--- config.mk ---
export PLATFORM = sky130hd
export DESIGN_NAME = uart_rx_ctrl
export DESIGN_NICKNAME = d
export VERILOG_FILES = /design/src/rtl/uart_rx_pkg.sv /design/src/rtl/uart_rx_edge_bit_counter.sv /design/src/rtl/uart_rx_ctrl.sv
export SDC_FILE = /design/constraint.sdc
export NUM_CORES = 1
export LEC_CHECK = 0
export ABC_AREA = 1
export CORE_ASPECT_RATIO = 0.5
export CORE_UTILIZATION = 30
export DETAILED_ROUTE_END_ITERATION = 10
export GPL_TIMING_DRIVEN = 0
export PLACE_DENSITY = 0.63
export SLEW_MARGIN = 10
export SYNTH_ARGS = -nofsm -noshare
export SYNTH_HDL_FRONTEND = slang
export SYNTH_SLANG_ARGS = --single-unit
--- constraint.sdc ---
create_clock -name clk_based_on_prescale -period 1.8 [get_ports clk_based_on_prescale]
set_clock_uncertainty 0.15 [all_clocks]
set_input_delay 0.54 -clock clk_based_on_prescale [delete_from_list [all_inputs] [get_ports clk_based_on_prescale]]
set_output_delay 0.54 -clock clk_based_on_prescale [all_outputs]
set_load 0.01 [all_outputs]
--- src/rtl/uart_rx_pkg.sv ---
// ---------------------------------------------------------------------------
// uart_rx_pkg
// Shared types and constants for the UART receive frame controller.
//   rx_state_e        frame sequencing states
//   MIN_PRESCALE      smallest oversample ratio the counters will run with
//   DEFAULT_PRESCALE  oversample ratio held in the latch out of reset
//   BIT_CNT_W         width of the in-frame bit index
// ---------------------------------------------------------------------------
package uart_rx_pkg;

    typedef enum logic [2:0] {
        IDLE   = 3'd0,
        START  = 3'd1,
        DATA   = 3'd2,
        PARITY = 3'd3,
        STOP   = 3'd4,
        DONE   = 3'd5
    } rx_state_e;

    localparam int MIN_PRESCALE     = 4;
    localparam int DEFAULT_PRESCALE = 8;
    localparam int BIT_CNT_W        = 4;

endpackage

--- src/rtl/uart_rx_edge_bit_counter.sv ---
// ---------------------------------------------------------------------------
// uart_rx_edge_bit_counter
// Oversampling edge counter and bit counter for the UART receive controller.
// The prescale value is cleaned up (odd -> even, below minimum -> minimum)
// and latched at the start of each frame so mid-frame changes are ignored.
//
// Ports
//   clk_based_on_prescale  in   oversampling clock
//   asy_reset              in   async active-low reset
//   prescale               in   requested oversample ratio
//   start_frame            in   a new frame starts next cycle: latch prescale,
//                               zero both counters
//   run                    in   advance edge_cnt this cycle
//   clear                  in   zero both counters (frame end / abort)
//   edge_cnt               out  position within the current bit
//   bit_cnt                out  bit index within the frame (0 = start bit)
//   cp_pre                 out  strobe: next cycle is the check point
//   dp                     out  strobe: this cycle is the decision point
// ---------------------------------------------------------------------------
module uart_rx_edge_bit_counter
    import uart_rx_pkg::*;
#(
    parameter int PRESC_W = 6
) (
    input  logic                 clk_based_on_prescale,
    input  logic                 asy_reset,
    input  logic [PRESC_W-1:0]   prescale,
    input  logic                 start_frame,
    input  logic                 run,
    input  logic                 clear,
    output logic [PRESC_W-1:0]   edge_cnt,
    output logic [BIT_CNT_W-1:0] bit_cnt,
    output logic                 cp_pre,
    output logic                 dp
);

    logic [PRESC_W-1:0] presc_l;
    logic [PRESC_W-1:0] presc_even;
    logic [PRESC_W-1:0] presc_clamped;

    // Masking bit 0 rounds odd ratios down to the next even value.
    assign presc_even    = prescale & ~PRESC_W'(1);
    assign presc_clamped = (presc_even < PRESC_W'(MIN_PRESCALE)) ?
                           PRESC_W'(MIN_PRESCALE) : presc_even;

    always_ff @(posedge clk_based_on_prescale or negedge asy_reset) begin
        if (!asy_reset) begin
            presc_l  <= PRESC_W'(DEFAULT_PRESCALE);
            edge_cnt <= '0;
            bit_cnt  <= '0;
        end else if (start_frame) begin
            presc_l  <= presc_clamped;
            edge_cnt <= '0;
            bit_cnt  <= '0;
        end else if (clear) begin
            edge_cnt <= '0;
            bit_cnt  <= '0;
        end else if (run) begin
            if (edge_cnt == presc_l - PRESC_W'(1)) begin
                edge_cnt <= '0;
                bit_cnt  <= bit_cnt + BIT_CNT_W'(1);
            end else begin
                edge_cnt <= edge_cnt + PRESC_W'(1);
            end
        end
    end

    // The check-point strobe fires one cycle early so that the FSM's
    // registered enables land exactly on edge_cnt == prescale-2.
    assign cp_pre = run && (edge_cnt == presc_l - PRESC_W'(3));
    assign dp     = run && (edge_cnt == presc_l - PRESC_W'(1));

endmodule

--- src/rtl/uart_rx_ctrl.sv ---
// ---------------------------------------------------------------------------
// uart_rx_ctrl
// Frame-level sequencer for the UART receiver. Walks START/DATA/PARITY/STOP,
// pulses the checker and deserializer enables at each bit's check point,
// gathers checker errors and reports one data_valid or frame_error per frame.
//
// Optional build macro: UART_RX_ERR_STATUS_EN adds sticky error flags and a
// saturating frame-error counter, cleared by err_clr.
//
// Ports
//   clk_based_on_prescale  in   oversampling clock
//   asy_reset              in   async active-low reset
//   rx_in                  in   serial line, idle high
//   prescale               in   oversample ratio
//   par_en                 in   frame carries a parity bit
//   start_glitch           in   start checker result, valid at DP of START
//   parity_error           in   parity checker result, valid at DP
//   stop_error             in   stop checker result, valid at DP
//   edge_cnt               out  position within current bit
//   bit_cnt                out  bit index within frame (0 = start)
//   data_sample_en         out  sampler active outside IDLE
//   deser_en               out  deserializer shift pulse
//   start_check_enable     out  start checker pulse
//   parity_check_enable    out  parity checker pulse
//   stop_check_enable      out  stop checker pulse
//   data_valid             out  frame accepted pulse
//   frame_error            out  frame dropped pulse
//   err_clr                in   (macro only) clear error status
//   par_err_sticky         out  (macro only) parity error seen
//   stop_err_sticky        out  (macro only) stop error seen
//   err_cnt                out  (macro only) saturating frame-error count
// ---------------------------------------------------------------------------
module uart_rx_ctrl
    import uart_rx_pkg::*;
#(
    parameter int DATA_WIDTH = 8,
    parameter int PRESC_W    = 6
) (
    input  logic                 clk_based_on_prescale,
    input  logic                 asy_reset,
    input  logic                 rx_in,
    input  logic [PRESC_W-1:0]   prescale,
    input  logic                 par_en,
    input  logic                 start_glitch,
    input  logic                 parity_error,
    input  logic                 stop_error,
    output logic [PRESC_W-1:0]   edge_cnt,
    output logic [BIT_CNT_W-1:0] bit_cnt,
    output logic                 data_sample_en,
    output logic                 deser_en,
    output logic                 start_check_enable,
    output logic                 parity_check_enable,
    output logic                 stop_check_enable,
    output logic                 data_valid,
    output logic                 frame_error
`ifdef UART_RX_ERR_STATUS_EN
    ,
    input  logic                 err_clr,
    output logic                 par_err_sticky,
    output logic                 stop_err_sticky,
    output logic [7:0]           err_cnt
`endif
);

    rx_state_e state;
    logic      err_l;
    logic      start_frame;
    logic      run;
    logic      clear;
    logic      cp_pre;
    logic      dp;

    // A frame begins on a low line either from IDLE or straight out of DONE.
    assign start_frame = ((state == IDLE) || (state == DONE)) && !rx_in;
    assign run         = state inside {START, DATA, PARITY, STOP};
    assign clear       = dp && ((state == STOP) ||
                                ((state == START) && start_glitch));

    uart_rx_edge_bit_counter #(
        .PRESC_W (PRESC_W)
    ) u_counter (
        .clk_based_on_prescale (clk_based_on_prescale),
        .asy_reset             (asy_reset),
        .prescale              (prescale),
        .start_frame           (start_frame),
        .run                   (run),
        .clear                 (clear),
        .edge_cnt              (edge_cnt),
        .bit_cnt               (bit_cnt),
        .cp_pre                (cp_pre),
        .dp                    (dp)
    );

    always_ff @(posedge clk_based_on_prescale or negedge asy_reset) begin
        if (!asy_reset) begin
            state               <= IDLE;
            err_l               <= 1'b0;
            data_sample_en      <= 1'b0;
            deser_en            <= 1'b0;
            start_check_enable  <= 1'b0;
            parity_check_enable <= 1'b0;
            stop_check_enable   <= 1'b0;
            data_valid          <= 1'b0;
            frame_error         <= 1'b0;
        end else begin
            deser_en            <= 1'b0;
            start_check_enable  <= 1'b0;
            parity_check_enable <= 1'b0;
            stop_check_enable   <= 1'b0;
            data_valid          <= 1'b0;
            frame_error         <= 1'b0;
            case (state)
                IDLE: begin
                    if (!rx_in) begin
                        state          <= START;
                        data_sample_en <= 1'b1;
                    end
                end
                START: begin
                    if (cp_pre) start_check_enable <= 1'b1;
                    if (dp) begin
                        if (start_glitch) begin
                            state          <= IDLE;
                            data_sample_en <= 1'b0;
                        end else begin
                            state <= DATA;
                        end
                    end
                end
                DATA: begin
                    if (cp_pre) deser_en <= 1'b1;
                    if (dp && (bit_cnt == BIT_CNT_W'(DATA_WIDTH))) begin
                        state <= par_en ? PARITY : STOP;
                    end
                end
                PARITY: begin
                    if (cp_pre) parity_check_enable <= 1'b1;
                    if (dp) begin
                        err_l <= err_l | parity_error;
                        state <= STOP;
                    end
                end
                STOP: begin
                    if (cp_pre) stop_check_enable <= 1'b1;
                    // The verdict is registered here so that it is visible
                    // during the single DONE cycle.
                    if (dp) begin
                        err_l       <= err_l | stop_error;
                        data_valid  <= ~(err_l | stop_error);
                        frame_error <= err_l | stop_error;
                        state       <= DONE;
                    end
                end
                DONE: begin
                    err_l <= 1'b0;
                    if (!rx_in) begin
                        state <= START;
                    end else begin
                        state          <= IDLE;
                        data_sample_en <= 1'b0;
                    end
                end
                default: begin
                    state          <= IDLE;
                    data_sample_en <= 1'b0;
                end
            endcase
        end
    end

`ifdef UART_RX_ERR_STATUS_EN
    // Error status: a set in the same cycle as err_clr takes priority.
    always_ff @(posedge clk_based_on_prescale or negedge asy_reset) begin
        if (!asy_reset) begin
            par_err_sticky  <= 1'b0;
            stop_err_sticky <= 1'b0;
            err_cnt         <= 8'd0;
        end else begin
            if ((state == PARITY) && dp && parity_error) begin
                par_err_sticky <= 1'b1;
            end else if (err_clr) begin
                par_err_sticky <= 1'b0;
            end

            if ((state == STOP) && dp && stop_error) begin
                stop_err_sticky <= 1'b1;
            end else if (err_clr) begin
                stop_err_sticky <= 1'b0;
            end

            if (frame_error) begin
                if (err_cnt != 8'hFF) err_cnt <= err_cnt + 8'd1;
            end else if (err_clr) begin
                err_cnt <= 8'd0;
            end
        end
    end
`endif

endmodule
==> flow_summary.json, run 1 <==
{
  "placed_cells": 320,
  "hpwl_um": 2780,
  "cts_made_buffers": 3,
  "ys_top_cells_by_count": "71 x nand2_1, 31 x inv_1, 25 x dfrtp_1, 21 x nand3_1, 19 x nor2_1",
  "async_reset_ff_share_pct": 100,
  "grt_usage_pct": 14.1,
  "vdd_drop_max_mv": 0.439,
  "insertion_delay_ns": 0.28,
  "finish.utilization_pct": 45.4,
  "power_w": 0.00340,
  "antenna-diode-count": 0,
  "die_height_um": 53.6,
  "drv_slew": 0,
  "firstDrtPassIters": 4,
  "synth_edf_count": 0,
  "cap_violations": 0,
  "violations": "negative setup slack",
  "clk_path_buf_depth": 2,
  "core_area_mm2": 0.00502,
  "worst_slack_ns": -0.186,
  "start_util_pct": 31.9,
  "vias_per_cell": 4.48,
  "crit_type": "flop to flop",
  "drc": 0,
  "outcome": "finished, violations left",
  "final_nets": 293,
  "synth.most_common_cell": "nand2_1",
  "critical_path_peak_fanout": 5,
  "syn-num-nets": 241,
  "yosys.area.top_type_share_pct": 39.1,
  "syn_area_per_cell_um2": 7.21,
  "rrSetupSlack_ns": -0.19,
  "layout_min_cycle_time_ns": 1.99,
  "required_ns": 1.82,
  "cp-end-kind": "flop",
  "cts_tree": "done",
  "ys.flop_type": "dfrtp_1",
  "ys_warn_count": 0,
  "crit_end": "state[0]$_DFFE_PN0P_",
  "die_x_um": 105,
  "area_growth_pct": 42.6,
  "finalHoldViolCount": 0,
  "ys_types": 29,
  "io_pins": 30,
  "fin_crit_sh_pct": 110,
  "fp-row-count": 18,
  "drive_above_1_share_pct": 24.9,
  "grt_pass1_vias": 1395,
  "reg2reg_depth": 11,
  "gr-total-overflow": 0,
  "vias": 1536,
  "rsz0062_at_grt": "true",
  "r2r_start": "u_counter.presc_l[2]$_DFFE_PN0P_",
  "cts.clk_slew.worst_paths_ns": 0.10,
  "clock.fmax_mhz": 503,
  "htree_levels": 1,
  "worstPathArrival_ns": 2.01,
  "numPortBuffers": 28,
  "r2r-end": "state[0]$_DFFE_PN0P_",
  "cts-root-buf": "clkbuf_8",
  "crit_path_start_kind": "flop",
  "wl_per_cell_um": 11.2,
  "p_per_area_mw_per_mm2": 1490,
  "synth_cells": 222,
  "hp-class": "input pin to async pin",
  "antenna_left": 0,
  "grt_start_max_net_pins": 27,
  "drt_iter0_markers": 41,
  "drt-total-wl_um": 3840,
  "synth_top_area_cell": "dfrtp_1",
  "synth_area_mm2": 0.00160,
  "die-area_mm2": 0.00565,
  "holdBufCountCts": 0,
  "synth_seq_cells": 26,
  "yosysSeqAreaShare_pct": 40.7,
  "worst_pin_slew_ns": 0.574,
  "antenna_found_initial": 0,
  "numClockSinks": 26,
  "gp_congestion": 0.871,
  "grt_first_pass_wirelength_um": 6180,
  "setup_viol": 20,
  "slew_headroom_pct": 61.7,
  "startpoint": "u_counter.presc_l[2]$_DFFE_PN0P_",
  "leakage_nw": 1.21,
  "synth_area_leaders": "dfrtp_1 39%, nand2_1 17%, inv_1 7.3%",
  "fin_cells": 343
}
==> power by group <==
group          total (W)  switching [W]  internal (W)
sequential      0.000878       0.000117      0.000761
combinational    0.00202        0.00122      0.000803
clock           0.000498       0.000200      0.000298
==> state kept, by name, indices dropped and copies added (netlist names) <==
| name | count |
|---|---|
| data_valid | 1 |
| data_sample_en | 1 |
| start_check_enable | 1 |
| state | 3 |
| u_counter.edge_cnt | 6 |
| u_counter.bit_cnt | 4 |
| deser_en | 1 |
| parity_check_enable | 1 |
| frame_error | 1 |
| err_l | 1 |
| u_counter.presc_l | 5 |
| stop_check_enable | 1 |
==> layout by cell type, fill, tap and decap left out, types with 10 or more instances in the layout <==
| cell type | instances |
|---|---|
| nand2_1 | 62 |
| inv_1 | 27 |
| dfrtp_1 | 22 |
| nand3_1 | 18 |
| dlygate4sd2_1 | 17 |
| nor2_1 | 15 |
| buf_4 | 15 |
| nand2_2 | 12 |
| o21ai_0 | 10 |
| clkdlybuf4s50_1 | 10 |
==> worst min-delay path by stage <==
stage                                                  end  slack (ns)
after floorplan                 data_sample_en$_DFFE_PN0P_        0.09
after global placement          data_sample_en$_DFFE_PN0P_        0.33
after detailed placement        data_sample_en$_DFFE_PN0P_        0.32
after CTS                       data_sample_en$_DFFE_PN0P_        0.33
after global routing      u_counter.presc_l[4]$_DFFE_PN0P_        0.14
final                     u_counter.presc_l[5]$_DFFE_PN0P_        0.09
==> cell families after synthesis <==
family / after synthesis / synth area share, %
AND/OR/NAND/NOR: 129 / 36.0
XOR/XNOR: 6 / 3.28
adder cells (fa/ha/maj): 6 / 4.69
buffers and inverters: 35 / 8.29
AO/OA/AOI/OAI: 20 / 6.96
flip-flops: 26 / 40.7
==> worst max-delay path, cell delays in order (launching register included) <==
cell and delay, ns:
dfrtp_1 0.41, inv_2 0.12, ha_4 0.21, nand2_2 0.05, nand2_1 0.04, nor2_1 0.08, nand2_1 0.09, nor2_2 0.16
nand3_4 0.15, nor2_4 0.20, o21bai_1 0.14, nand2_1 0.08
==> what timing repair did <==
action | in CTS | in global routing
pin swaps | 9 | 10
setup endpoints to repair | 60 | 25
buffers inserted | 16 | 3
gates resized for setup | 31 | 17
==> area by class of cell <==
cell class,instances,area (um^2)
buffer,1,5.00
clock buffer,3,41.3
clock inverter,1,30.0
fill,500,2740
inverter,34,128
multi-input combinational,161,923
sequential,26,656
tap,70,87.6
timing repair buffer,47,412
==> per-layer routing <==
layer / vias to the layer above / part of all wire [%] / GRT usage [%]
met1: 704 / 47 / 16.8
met3: 8 / 3.2 / 2.78
li1: 802 / - / -
met4: 0 / 1.9 / 4.23
met2: 22 / 48 / 26.9
met5: - / 0 / 0
==> per-stage QoR <==
stage	hold WS (ns)	area, um^2	setup slack, ns	TNS [ns]
2_1_floorplan	0.0944	1630	0.00713	0
3_3_place_gp	0.333	2000	-0.348	-12.98
3_5_place_dp	0.316	2000	-0.352	-13.67
4_1_cts	0.335	2200	-0.148	-1.31
5_1_grt	0.139	2280	-0.287	-3.69
6_report	0.0920	2280	-0.186	-2.03
Power figures use the tool's default switching activity.
==> run 2, diff against run 1 <==
Settings changed: GPL_TIMING_DRIVEN 0 to default.
==> run 2 against run 1 <==
Effect of this change:
- the run still ends with negative setup slack left
- total power is 3.1% higher
- combinational power increased by 13%
- first-iteration DRC count grew 24%
- final area grew 5.3%
- worst hold slack better by 0.25 ns
- routed wire length rose by 4.9%
- final cell count is 5.0% higher
- clock-buffer cell count is 1 higher
- via count grew 6.1%
- sequential power is essentially flat
- global-route usage about the same
- critical endpoint is now u_counter.bit_cnt[1]$_DFFE_PN0P_
- largest power group unchanged
==> flow_summary.json, run 2 (synthesized netlist as in run 1, its figures left out) <==
{
  "p_per_area_mw_per_mm2": 1460,
  "drv_slew": 0,
  "holdBufCountCts": 0,
  "grt_start_max_net_pins": 27,
  "rsz0062_at_grt": "true",
  "critical_path_peak_fanout": 6,
  "largest_register": "u_counter.edge_cnt",
  "gr-total-overflow": 0,
  "worstPathArrival_ns": 1.97,
  "reg_top3": "u_counter.edge_cnt x6, u_counter.presc_l x5, u_counter.bit_cnt x4",
  "vias": 1630,
  "start_util_pct": 31.9,
  "dp_worst_setup_slack_ns": -0.238,
  "numPortBuffers": 28,
  "area_growth_pct": 50.2,
  "grt_first_pass_wirelength_um": 6290,
  "finalHoldViolCount": 0,
  "drive_above_1_share_pct": 28.6,
  "crit_path_start_kind": "flop",
  "wl_per_cell_um": 11.2,
  "fp-row-count": 18,
  "leakage_nw": 1.28,
  "clk_path_buf_depth": 2,
  "cts_made_buffers": 3,
  "die-area_mm2": 0.00565,
  "io_pins": 30,
  "slew_headroom_pct": 77.8,
  "drc": 0,
  "power_w": 0.00350,
  "outcome": "finished, violations left",
  "multi_input_area_um2": 933,
  "grt_pass1_vias": 1435,
  "cap_violations": 0,
  "layout_common_cells": "64 x nand2_1, 34 x buf_4, 26 x inv_1",
  "final_nets": 310,
  "htree_levels": 1,
  "cts_tree": "done",
  "clock.fmax_mhz": 512,
  "fill_cells": 498,
  "fin_crit_sh_pct": 109,
  "crit_type": "flop to flop",
  "grt_usage_pct": 14.1,
  "antenna_found_initial": 0,
  "final_common_cell": "nand2_1",
  "gp_congestion": 0.846,
  "largest_reg_flops": 6,
  "die_height_um": 53.6,
  "firstDrtPassIters": 4,
  "cp-end-kind": "flop",
  "drt_iter0_markers": 51,
  "layout_min_cycle_time_ns": 1.95,
  "seqCellArea_um2": 653,
  "core_area_mm2": 0.00502,
  "numClockSinks": 26,
  "vias_per_cell": 4.53,
  "setup_viol": 20,
  "worst_pin_slew_ns": 0.329,
  "worst_slack_ns": -0.154,
  "antenna_left": 0,
  "antenna-diode-count": 0,
  "insertion_delay_ns": 0.27,
  "hpwl_um": 2970,
  "required_ns": 1.82,
  "hp-class": "flop to flop",
  "cts.clk_slew.worst_paths_ns": 0.10,
  "violations": "negative setup slack",
  "drt-total-wl_um": 4030,
  "vdd_drop_max_mv": 0.408,
  "cts-root-buf": "clkbuf_8",
  "die_x_um": 105
}
## run 2: changes by cell type in the layout (fill, tap and decap cells not counted), sizes merged
cell / change
clkdlybuf4s50: +1
clkbuf: +1
buf: +16
bufinv: -1
## run 2: report_power, final
part	leakage, nW	switching (W)	internal [W]
clock	0.0228	0.000186	0.000159
combinational	0.915	0.00129	0.000990
sequential	0.338	0.000116	0.000759
total	1.28	0.00160	0.00191
## run 2: metal layers
metal  vias to the layer above  track usage [%]  wire length (um)
met3                         2             2.42                98
li1                        835                -                 -
met1                       770             17.5              1940
met2                        23             26.0              1980
met4                         0             3.99                22
met5                         -                0                 0
## run 2: final timing paths
path	start	to	slack (ns)	cells after the start
worst min-delay path	data_sample_en$_DFFE_PN0P_	data_sample_en$_DFFE_PN0P_	0.34	2
worst max-delay path	u_counter.presc_l[2]$_DFFE_PN0P_	u_counter.bit_cnt[1]$_DFFE_PN0P_	-0.15	13
worst min register to register	data_sample_en$_DFFE_PN0P_	data_sample_en$_DFFE_PN0P_	0.34	2
worst max register to register	u_counter.presc_l[2]$_DFFE_PN0P_	u_counter.bit_cnt[1]$_DFFE_PN0P_	-0.15	13
max in group asynchronous	asy_reset	u_counter.presc_l[3]$_DFFE_PN1P_	0.82	2
min in group asynchronous	asy_reset	u_counter.presc_l[2]$_DFFE_PN0P_	0.46	2
## run 2: layout make-up
type                            instances  share of cell area (%)
Multi-Input combinational cell        161                    38.8
Sequential cell                        26                    27.2
Timing Repair Buffer                   65                    23.2
Inverter                               34                    5.31
Tap cell                               70                    3.64
Clock buffer                            4                    1.87
## run 2: per-stage QoR
stage / cell area, um^2 / hold slack, ns / util, % / instances / setup TNS [ns]
after global routing: 2400 / 0.380 / 47.9 / 360 / -3.95
after detailed placement: 2180 / 0.330 / 43.4 / 342 / -3.02
after CTS: 2300 / 0.347 / 45.9 / 355 / -1.29
final: 2400 / 0.341 / 47.9 / 360 / -2.22
after global placement: 2180 / 0.333 / 43.4 / 342 / -2.62
after floorplan: 1630 / 0.0944 / - / 222 / 0
## run 2: critical path: stages, from the launching register on
cell     delay, ns
dfrtp_1       0.40
inv_2         0.12
ha_4          0.22
nand2_2       0.06
nand2_1       0.04
nor2_1        0.07
nand2_1       0.08
nor2_2        0.14
nand3_4       0.14
buf_4         0.17
nand2_4       0.07
nand2_4       0.07
nand2_1       0.06
nand2_1       0.05
## run 2: timing repair
action	4_1_cts	5_1_grt
setup buffers	9	5
endpoints found under the setup margin	33	22
pin swaps	3	14
gates resized for setup	27	17
